**config.mk**
```make
export PLATFORM = sky130hd
export DESIGN_NAME = stone_renderer
export DESIGN_NICKNAME = d
export VERILOG_FILES = /design/src/rtl/stone_renderer.sv
export SDC_FILE = /design/constraint.sdc
export NUM_CORES = 1
export LEC_CHECK = 0
export BUFFER_PORTS_ARGS = -buffer_cell sky130_fd_sc_hd__buf_2
export CAP_MARGIN = 25
export CORE_MARGIN = 5
export CORE_UTILIZATION = 55
export CTS_CLUSTER_SIZE = 10
export DETAILED_ROUTE_END_ITERATION = 16
export MAX_ROUTING_LAYER = met4
export PLACE_DENSITY = 0.86
export SYNTH_ARGS = -nofsm -noshare
export SYNTH_HDL_FRONTEND = slang
export SYNTH_SLANG_ARGS = --single-unit
export TNS_END_PERCENT = 50
```
**constraint.sdc**
```tcl
create_clock -name clock -period 9.4 [get_ports clock]
set_input_delay 0.94 -clock clock [delete_from_list [all_inputs] [get_ports clock]]
set_output_delay 0.94 -clock clock [all_outputs]
set_load 0.005 [all_outputs]
```
**src/rtl/stone_renderer.sv**
```systemverilog
`default_nettype none
// ============================================================================
//  Module      : stone_renderer
//  Description : Sweeps the rope/stone controller's item RAM once per frame
//                and emits a clipped SIZE x SIZE square of pixel writes for
//                every visible item, coloured by item type. Owns the RAM read
//                address (draw_stone_flag) for the whole sweep.
//  Revision    : 1.0 - initial release
// ============================================================================
module stone_renderer #(
    parameter int         RAM_LATENCY = 2,   // expected >= 2
    parameter int         SIZE        = 16,  // power of two
    parameter int         SCREEN_W    = 320,
    parameter int         SCREEN_H    = 240,
    parameter logic [8:0] COL_STONE   = 9'b100100100,
    parameter logic [8:0] COL_GOLD    = 9'b111110000,
    parameter logic [8:0] COL_DIAMOND = 9'b000111111
) (
    input  logic        clock,
    input  logic        reset,
    input  logic        start,
    input  logic [3:0]  quantity,
    input  logic [31:0] item_data,
    output logic        draw_stone_flag,
    output logic [3:0]  draw_index,
    output logic [8:0]  x,
    output logic [7:0]  y,
    output logic [8:0]  colour,
    output logic        plot,
    output logic        busy,
    output logic        done
);

    localparam int            c_PW  = $clog2(SIZE);
    localparam logic [c_PW-1:0] c_MAX = c_PW'(SIZE - 1);

    localparam logic [2:0] S_IDLE  = 3'd0;
    localparam logic [2:0] S_REQ   = 3'd1;
    localparam logic [2:0] S_WAIT  = 3'd2;
    localparam logic [2:0] S_LATCH = 3'd3;
    localparam logic [2:0] S_DRAW  = 3'd4;
    localparam logic [2:0] S_NEXT  = 3'd5;
    localparam logic [2:0] S_DONE  = 3'd6;

    logic [2:0]      r_state;
    logic [7:0]      r_wait;
    logic [8:0]      r_rx;
    logic [7:0]      r_ry;
    logic [1:0]      r_type;
    logic [c_PW-1:0] r_dx;
    logic [c_PW-1:0] r_dy;

    logic [c_PW-1:0] w_ndx;
    logic [c_PW-1:0] w_ndy;
    logic            w_last;
    logic [8:0]      w_bx;
    logic [7:0]      w_by;
    logic [c_PW-1:0] w_ox;
    logic [c_PW-1:0] w_oy;
    logic [1:0]      w_typ;
    logic [9:0]      w_sx;
    logic [9:0]      w_sy;
    logic            w_onscreen;
    logic [8:0]      w_col;
    logic            w_unused_bits;

    // Fields of the record the renderer does not consume.
    assign w_unused_bits = ^{item_data[31:28], item_data[18:15], item_data[6:4], item_data[0]};

    // Row-major successor of the pixel currently on the outputs.
    assign w_last = (r_dx == c_MAX) && (r_dy == c_MAX);
    assign w_ndx  = r_dx + 1'b1;
    assign w_ndy  = (r_dx == c_MAX) ? r_dy + 1'b1 : r_dy;

    // Pixel being registered next: the square origin when latching, otherwise
    // the successor pixel, so the outputs are aligned with the DRAW cycles.
    always_comb begin
        w_bx  = r_rx;
        w_by  = r_ry;
        w_ox  = w_ndx;
        w_oy  = w_ndy;
        w_typ = r_type;
        if (r_state == S_LATCH) begin
            w_bx  = item_data[27:19];
            w_by  = item_data[14:7];
            w_ox  = '0;
            w_oy  = '0;
            w_typ = item_data[3:2];
        end
    end

    // Clip on the unwrapped 10-bit sums so the square may hang off the edge.
    assign w_sx       = {1'b0, w_bx} + 10'(w_ox);
    assign w_sy       = {2'b00, w_by} + 10'(w_oy);
    assign w_onscreen = (w_sx < 10'(SCREEN_W)) && (w_sy < 10'(SCREEN_H));

    // Colour lookup by item type; both diamond encodings share one colour.
    always_comb begin
        w_col = COL_DIAMOND;
        case (w_typ)
            2'b00:   w_col = COL_STONE;
            2'b01:   w_col = COL_GOLD;
            default: w_col = COL_DIAMOND;
        endcase
    end

    // Sweep controller with registered outputs.
    always_ff @(posedge clock) begin
        if (reset) begin
            r_state         <= S_IDLE;
            r_wait          <= '0;
            r_rx            <= '0;
            r_ry            <= '0;
            r_type          <= '0;
            r_dx            <= '0;
            r_dy            <= '0;
            draw_stone_flag <= 1'b0;
            draw_index      <= '0;
            x               <= '0;
            y               <= '0;
            colour          <= '0;
            plot            <= 1'b0;
            busy            <= 1'b0;
            done            <= 1'b0;
        end else begin
            plot <= 1'b0;
            done <= 1'b0;
            case (r_state)
                S_IDLE: begin
                    if (start) begin
                        if (quantity == 4'd0) begin
                            done    <= 1'b1;
                            r_state <= S_DONE;
                        end else begin
                            draw_index      <= '0;
                            draw_stone_flag <= 1'b1;
                            busy            <= 1'b1;
                            r_state         <= S_REQ;
                        end
                    end
                end
                S_REQ: begin
                    r_wait  <= 8'(RAM_LATENCY - 1);
                    r_state <= S_WAIT;
                end
                // REQ plus RAM_LATENCY-1 wait cycles puts LATCH exactly
                // RAM_LATENCY cycles after the address change.
                S_WAIT: begin
                    if (r_wait <= 8'd1) begin
                        r_state <= S_LATCH;
                    end else begin
                        r_wait <= r_wait - 8'd1;
                    end
                end
                S_LATCH: begin
                    r_rx   <= item_data[27:19];
                    r_ry   <= item_data[14:7];
                    r_type <= item_data[3:2];
                    r_dx   <= '0;
                    r_dy   <= '0;
                    if (item_data[1]) begin
                        x       <= w_sx[8:0];
                        y       <= w_sy[7:0];
                        colour  <= w_col;
                        plot    <= w_onscreen;
                        r_state <= S_DRAW;
                    end else begin
                        r_state <= S_NEXT;
                    end
                end
                S_DRAW: begin
                    if (w_last) begin
                        r_state <= S_NEXT;
                    end else begin
                        r_dx   <= w_ndx;
                        r_dy   <= w_ndy;
                        x      <= w_sx[8:0];
                        y      <= w_sy[7:0];
                        colour <= w_col;
                        plot   <= w_onscreen;
                    end
                end
                S_NEXT: begin
                    if (draw_index == quantity - 4'd1) begin
                        draw_stone_flag <= 1'b0;
                        busy            <= 1'b0;
                        done            <= 1'b1;
                        r_state         <= S_DONE;
                    end else begin
                        draw_index <= draw_index + 4'd1;
                        r_state    <= S_REQ;
                    end
                end
                S_DONE: begin
                    r_state <= S_IDLE;
                end
                default: begin
                    r_state <= S_IDLE;
                end
            endcase
        end
    end

endmodule
`default_nettype wire

```
After elaboration in Yosys (flattened, before gate mapping)
Cells that the tools add are included.

operators by class
  reductions and logical operators = 14
  multiplexer cells = 44
  equal/unequal tests = 18
  bitwise gates (word level) = 0
  shift operators = 0
  multipliers = 0
  $add $sub $neg = 7
  magnitude comparators = 3
  divide/modulo/power cells = 0

operator list
  cell                 count
  $pmux 9 s2           3
  $mux 9               5
  $mux 4               8
  $mux 8               4
  $pmux 8 s2           2
  $pmux 4 s2           3
  $ne 2x2->1 const B   9
  $pmux 3 s6           1
  $mux 3               5
  $add 4x1->4 const B  3
  $add 9x4->10         1
  $lt 10x9->1 const B  1
  $add 8x4->9          1
  $lt 9x8->1 const B   1
  $mux 1               9
  $eq 4x4->1 const B   2
  $le 8x1->1 const B   1
  $reduce_and 4->1     2
  $sub 8x1->8 const B  1
  $eq 3x2->1 const B   2
  $eq 3x3->1 const B   2
  $pmux 1 s2           3
  $reduce_and 3->1     2
  $reduce_bool 2->1    3
  10 further kinds     12

storage, ports and cells
  output and inout bits = 34
  memories kept = 0
  RAM bits = 0
  register bits = 71
  latch bits = 0
  bits of input ports = 39
  memory bits (read-only) = 0
  logic and storage cells = 100

Depth between registers and ports, before layout
Gate-level depths: netlist of run 1.

  word-level depth = 8
  depth in mapped cells = 15
  mapped depth without buffers = 11

Least setup slack after synthesis of run 1
OpenSTA, ideal clock, no wires.

  kind = register to register
  from = reg r_state[0]
  to = reg y[6]
  buffers on the path = 4
  arrival = 2933 ps
  setup slack = 6396 ps
  period minus slack after synthesis = 3004 ps
  cell stages (with the launch flop) = 14
  cell sequence = dfxtp_1 buf_2 and3b_1 buf_4 buf_2 buf_1 nor2_1 ha_1 fa_1 a21o_1 a21oi_1 nor3_1 or3b_1 a21oi_1

on the way
  longest elaborated chain between the ends = 5

RTL lines
  element                           line      source
  from (decl)                       45        logic [2:0] r_state;
  from (signal assigned)            110       r_state <= S_IDLE;
  from (signal assigned)            133       r_state <= S_DONE;
  from (signal assigned)            138       r_state <= S_REQ;
  $eq 3x2->1                        83, 128
  $mux 8 or $mux 4 (tied branches)  n/a
  $add 8x4->9                       94        assign w_sy = {2'b00, w_by} + 10'(w_oy);
  $mux 8 (on tied branches)         172, 161
  $pmux 8 s2                        128       case (r_state)
  to (signal assigned)              163       y <= w_sy[7:0];
  to (signal assigned)              178       y <= w_sy[7:0];
  to (decl)                         27        output logic [7:0] y,

Several ways; a longest one is shown, not always the timed one. The select of a mux whose other input is x is not followed.
A chain may end at the register's enable or synchronous reset.

Worst setup path after layout of run 1
  from = reg r_state[0]
  to = reg plot

on the way
  longest elaborated chain between the ends = 7

RTL lines
  element                    line      source
  $eq 3x2->1 *               83        if (r_state == S_LATCH) begin
  $mux 9 *                   n/a
  net w_bx[1]                56        logic [8:0] w_bx;
  $add 9x4->10 *             93        assign w_sx = {1'b0, w_bx} + 10'(w_ox);
  $lt 10x9->1 *              95        assign w_onscreen = (w_sx < 10'(SCREEN_W)) && (w_sy < 10'(SCREEN_H));
  $logic_and 1x1->1 *        95
  $mux 1 (on tied branches)  172, 161
  $pmux 1 s2 *               128
  to (signal assigned)       165       plot <= w_onscreen;
  to (signal assigned)       180       plot <= w_onscreen;
  to (decl)                  29        output logic plot,

The timed path passes the listed nets; every way through them passes the cells marked *.

==> flow_summary.json, run 1 <==
{
  "synth_cells": 475,
  "hp-class": "flop to flop",
  "cpMaxStageDelayCell": "dfxtp_1",
  "synth_cell_types": 69,
  "status": "complete, no violations",
  "grt_max_degree": 59,
  "syn_area_per_cell_um2": 8.16,
  "syn_to_final_growth_pct": 11.9,
  "start_kind": "flop",
  "synth_warnings": 0,
  "finalHoldViolCount": 0,
  "viasPerCell": 5.72,
  "hold_path_depth": 2,
  "antenna_found_initial": 0,
  "synth_nets": 530,
  "synth-edff-count": 0,
  "nNetsFinal": 576,
  "ctsRootBufferMaster": "clkbuf_8",
  "final_cell_mix": "dfxtp_1 (68), nand2_1 (63), buf_2 (60), a21oi_1 (46), nor2_1 (45)",
  "dieArea_mm2": 0.00883,
  "grt_pass1_wl_um": 14500,
  "drv_slew": 0,
  "leakage_nw": 1.83,
  "cts_num_sinks": 68,
  "critPathArrivalTime_ns": 3.98,
  "yosysTopAreaCellShare_pct": 35.1,
  "synthFlopType": "dfxtp_1",
  "r2r_setup_slack_ns": 5.68,
  "cts_setup_buffers": 0,
  "core_area_mm2": 0.00683,
  "cts_buffers": 9,
  "drt_first_iter_violations": 158,
  "placedCellCount": 605,
  "drt.antenna.violating_nets": 0,
  "r2r-start": "r_state[0]$_SDFFE_PP0P_",
  "r2r_cells": 9,
  "period_share_pct": 39.6,
  "crit_chain": "nand3b_2 > mux2i_1 > inv_1 > ha_1 > a211o_1 > a21oi_1 > a211oi_1 > nor4_1 > nor4b_1",
  "async_reset_ff_share_pct": 0,
  "critPathBufInv": 1,
  "netlist_area_mm2": 0.00388,
  "clock_skew_ns": 0.00987,
  "fin_cells": 622,
  "crit_family": "simple AND/OR/NAND/NOR gates",
  "setup_violations": 0,
  "reg2reg_to": "plot$_SDFF_PP0_",
  "tns_ns": 0,
  "max_stage_delay_ns": 0.75,
  "dr.pass1.iters": 4,
  "gp_congestion": 0.859,
  "worst_ir_drop_vdd_uv": 121,
  "path_clk_slew_ns": 0.07,
  "io_buffers": 60,
  "grt_pass1_vias": 3252,
  "cts.htree.levels": 3,
  "hold_path_end": "y[6]$_SDFFE_PP0P_",
  "grt_use_total_pct": 20.8,
  "die_w_um": 94.0,
  "final_common_cell": "dfxtp_1",
  "hpwl_um": 6090,
  "drive_above_1_share_pct": 17.7,
  "clk_latency_ns": 0.35,
  "routedWlPerCell_um": 14.0,
  "ctsHoldBuffers": 0,
  "overflow": 0,
  "path_class": "flop to flop",
  "initial_core_util_pct": 56.7,
  "drc": 0,
  "worstPathRequired_ns": 9.66,
  "drv_cap": 0,
  "fin_util_pct": 63.5,
  "synth_top_area_cell": "dfxtp_1",
  "tightest_slew_ns": 1.05,
  "cts_resized": 0,
  "synth.area.top_cells": "dfxtp_1 (35%), nand2_1 (6.1%), a21oi_1 (5.9%)",
  "finalCriticalPeriod_ns": 3.72,
  "cts_tree": "built",
  "rsz0062_at_grt": "false",
  "relSlewSlack_pct": 30.0,
  "worstPathMaxFanout": 27,
  "row_count": 30,
  "max_clock_freq_ghz": 0.269,
  "clk_path_buf_depth": 2,
  "wl_um": 8700,
  "ys_seq_area_share_pct": 35.1,
  "p_per_area_mw_per_mm2": 187,
  "vias": 3555,
  "die_y_um": 94.0,
  "synth-seq-cells": 68,
  "worstHoldStart": "y[6]$_SDFFE_PP0P_",
  "top_level_ports": 73,
  "diodes": 0,
  "worst_setup_path_end_kind": "flop"
}
through the flow:
stage                     total power, mW  hold WS, ns  setup WS (ns)  area, um2
final                               0.812        0.447           5.68       4340
after global routing                0.863        0.486           5.36       4340
after CTS                           0.816        0.452           5.70       4330
after detailed placement            0.607        0.443           5.72       4160
after global placement              0.598        0.436           5.83       4160
after floorplan                     0.559        0.444           6.40       3880
logic make-up after synthesis:
group / count (synthesis) / synth area share, %
AOI/OAI and AO/OA: 123 / 21.1
xor gates and xnor gates: 21 / 4.74
adders and majority gates: 16 / 5.55
buffers and inverters: 40 / 5.04
DFF: 68 / 35.1
muxes: 15 / 3.94
and+or+nand+nor: 192 / 24.5
worst min-delay path, stage by stage (launching register included):
cell	delay, ns
dfxtp_1	0.31
nand2_1	0.05
a21oi_1	0.05
how the worst max path moves through the flow:
stage | slack, ns | from | to | cells past startpoint
floorplan | 6.40 | r_state[0]$_SDFFE_PP0P_ | y[6]$_SDFFE_PP0P_ | 13
global placement | 5.83 | r_state[0]$_SDFFE_PP0P_ | plot$_SDFF_PP0_ | 9
detailed placement | 5.72 | r_state[0]$_SDFFE_PP0P_ | plot$_SDFF_PP0_ | 9
CTS | 5.70 | r_state[0]$_SDFFE_PP0P_ | plot$_SDFF_PP0_ | 9
global route | 5.36 | r_state[0]$_SDFFE_PP0P_ | plot$_SDFF_PP0_ | 9
finish | 5.68 | r_state[0]$_SDFFE_PP0P_ | plot$_SDFF_PP0_ | 9
where the power goes:
part / internal [mW] / leakage, nW / switching, mW / total (mW)
Combinational: 0.114 / 1.19 / 0.127 / 0.241
Sequential: 0.320 / 0.550 / 0.0409 / 0.360
Clock: 0.101 / 0.0889 / 0.110 / 0.211
Total: 0.534 / 1.83 / 0.278 / 0.812
cell type report:
cell class	instances	area (um2)
Multi-Input combinational cell	367	2320
Sequential cell	68	1360
Timing Repair Buffer	63	323
Clock inverter	5	27.5
Fill cell	606	2490
Inverter	12	45.0
Tap cell	96	120
Clock buffer	11	141
sequential cells by signal, summed over array words and instances, names as in the netlist, 3 cells and up:
name and flops:
colour 6, draw_index 4, r_dx 4, r_dy 4, r_rx 9, r_ry 8
r_state 3, r_wait 8, x 9, y 8
cell usage after synthesis, types with 7 or more instances:
cell	instances
clkbuf_1	8
nand2_1	63
nor2_1	45
a211oi_1	9
a21oi_1	46
xnor2_1	17
nand2b_1	10
buf_4	7
mux2i_1	13
o21ai_0	17
nor3_1	8
nand3_1	27
ha_1	14
dfxtp_1	68
inv_1	11
buf_2	9
layer usage:
metal  routed length, um  vias up  global-route usage, %
li1                    -     1782                      -
met1                3930     1662                   25.5
met2                4230       96                   34.1
met3                 395       15                   3.69
met4                 142        0                   7.82
met5                   0        -                      -
No activity file was read; power rests on OpenSTA's default activity.
==> run 2: changes to the inputs <==
==> constraint.sdc (replaced) <==
create_clock -name clock -period 3.75 [get_ports clock]
set_input_delay 0.375 -clock clock [delete_from_list [all_inputs] [get_ports clock]]
set_output_delay 0.375 -clock clock [all_outputs]
set_load 0.005 [all_outputs]
==> flow_summary.json, run 2 (same netlist as run 1, synthesis figures left out) <==
{
  "status": "complete, no violations",
  "drv_cap": 0,
  "ctsHoldBuffers": 0,
  "initial_core_util_pct": 56.7,
  "rsz0062_at_grt": "false",
  "hp-class": "input pin to flop",
  "diodes": 0,
  "critPathArrivalTime_ns": 3.35,
  "finalCriticalPeriod_ns": 3.06,
  "cts_buffers": 9,
  "worstPathRequired_ns": 4.04,
  "path_class": "flop to flop",
  "fin_hold_ws_ns": 0.285,
  "die_y_um": 94.0,
  "gr-usage-met1_pct": 27.5,
  "postPlaceCellArea_mm2": 0.00421,
  "path_clk_slew_ns": 0.08,
  "use_met2_pct": 37.9,
  "fin_area_mm2": 0.00446,
  "setup_violations": 0,
  "leakage_nw": 1.90,
  "grt_pass1_vias": 3486,
  "clk_path_buf_depth": 2,
  "dieArea_mm2": 0.00883,
  "cpMaxStageDelayCell": "fa_1",
  "crit_family": "adder cells",
  "hpwl_um": 6500,
  "drv_slew": 0,
  "final_common_cell": "dfxtp_1",
  "max_clock_freq_ghz": 0.327,
  "clk_latency_ns": 0.36,
  "worst_ir_drop_vdd_uv": 303,
  "cts.htree.levels": 3,
  "start_kind": "flop",
  "drt.antenna.violating_nets": 0,
  "period_share_pct": 81.6,
  "overflow": 0,
  "dr.pass1.iters": 4,
  "final_cell_mix": "dfxtp_1 (68), nand2_1 (63), buf_2 (60), a21oi_1 (46), nor2_1 (45)",
  "viasPerCell": 5.79,
  "syn_to_final_growth_pct": 15.1,
  "grt_busiest_layer": "met2",
  "die_w_um": 94.0,
  "ctsRootBufferMaster": "clkbuf_8",
  "grt_pass1_wl_um": 15700,
  "grt_max_degree": 58,
  "drt_first_iter_violations": 226,
  "p_per_area_mw_per_mm2": 514,
  "tns_ns": 0,
  "critPathBufInv": 0,
  "p_total_mw": 2.29,
  "worstPathMaxFanout": 6,
  "cts_tree": "built",
  "worst_setup_path_end_kind": "flop",
  "cts_num_sinks": 68,
  "crit_chain": "ha_1 > and3_1 > xnor2_1 > nor2_1 > ha_1 > fa_1 > a21o_1 > a21oi_1 > nor3_1 > or3b_1 > a21oi_1",
  "top_level_ports": 73,
  "met3_usage_pct": 5.45,
  "grt_use_total_pct": 22.7,
  "max_stage_delay_ns": 0.42,
  "gp_congestion": 0.869,
  "antenna_found_initial": 0,
  "num-fill-cells": 602,
  "relSlewSlack_pct": 36.3,
  "routedWlPerCell_um": 15.0,
  "tightest_slew_ns": 0.947,
  "io_buffers": 60,
  "drive_above_1_share_pct": 18.8,
  "top_regs": "r_rx x9, x x9",
  "wl_um": 9440,
  "drc": 0,
  "cts_setup_buffers": 0,
  "vias": 3638,
  "nNetsFinal": 582,
  "finalHoldViolCount": 0,
  "row_count": 30,
  "cts_resized": 0,
  "core_area_mm2": 0.00683,
  "clock_skew_ns": 0.0109
}
==> run 2: through the flow <==
stage          instances  util (%)  setup slack [ns]
2_1_floorplan        475         -             0.746
3_3_place_gp         612      61.7             0.842
3_5_place_dp         612      61.7             0.746
4_1_cts              628      65.3             0.676
5_1_grt              628      65.3             0.455
6_report             628      65.3             0.690
==> run 2: power breakdown <==
part / leakage, nW / total [mW] / switching [mW] / internal (mW)
combinational: 1.22 / 0.671 / 0.372 / 0.299
clock: 0.122 / 0.751 / 0.292 / 0.459
sequential: 0.550 / 0.872 / 0.0715 / 0.801
==> run 2: layout make-up <==
| class | count | area [um2] | share of cell area [%] |
|---|---|---|---|
| tap | 96 | 120 | 2.69 |
| timing repair buffer | 69 | 368 | 8.24 |
| clock buffer | 10 | 138 | 3.08 |
| sequential | 68 | 1360 | 30.5 |
| multi-input combinational | 367 | 2320 | 52.0 |
| inverter | 12 | 45.0 | 1.01 |
| clock inverter | 6 | 111 | 2.50 |
==> run 2: path summary, 6_finish.rpt <==
| check | from | endpoint | slack, ns | cells past startpoint |
|---|---|---|---|---|
| worst max register to register | r_dx[0]$_SDFFE_PP0P_ | y[6]$_SDFFE_PP0P_ | 0.69 | 11 |
| worst max-delay path | r_dx[0]$_SDFFE_PP0P_ | y[6]$_SDFFE_PP0P_ | 0.69 | 11 |
| worst min-delay path | item_data[10] | r_ry[3]$_SDFF_PP0_ | 0.29 | 3 |
| worst min register to register | y[5]$_SDFFE_PP0P_ | y[5]$_SDFFE_PP0P_ | 0.45 | 2 |
==> run 2: worst register-to-register path: cells and delay by family, from the launching register on <==
kind	cells	cell delay, ns
AND/OR/NAND/NOR	4	0.83
XOR/XNOR	1	0.17
AO/OA/AOI/OAI	3	0.63
adder cells (fa/ha/maj)	3	0.97
flip-flops	1	0.40
==> run 2: layer usage <==
metal | routed length [um] | vias to the layer above
met4 | 99 | 0
met3 | 481 | 14
li1 | - | 1795
met2 | 4770 | 91
met1 | 4080 | 1738
met5 | 0 | -
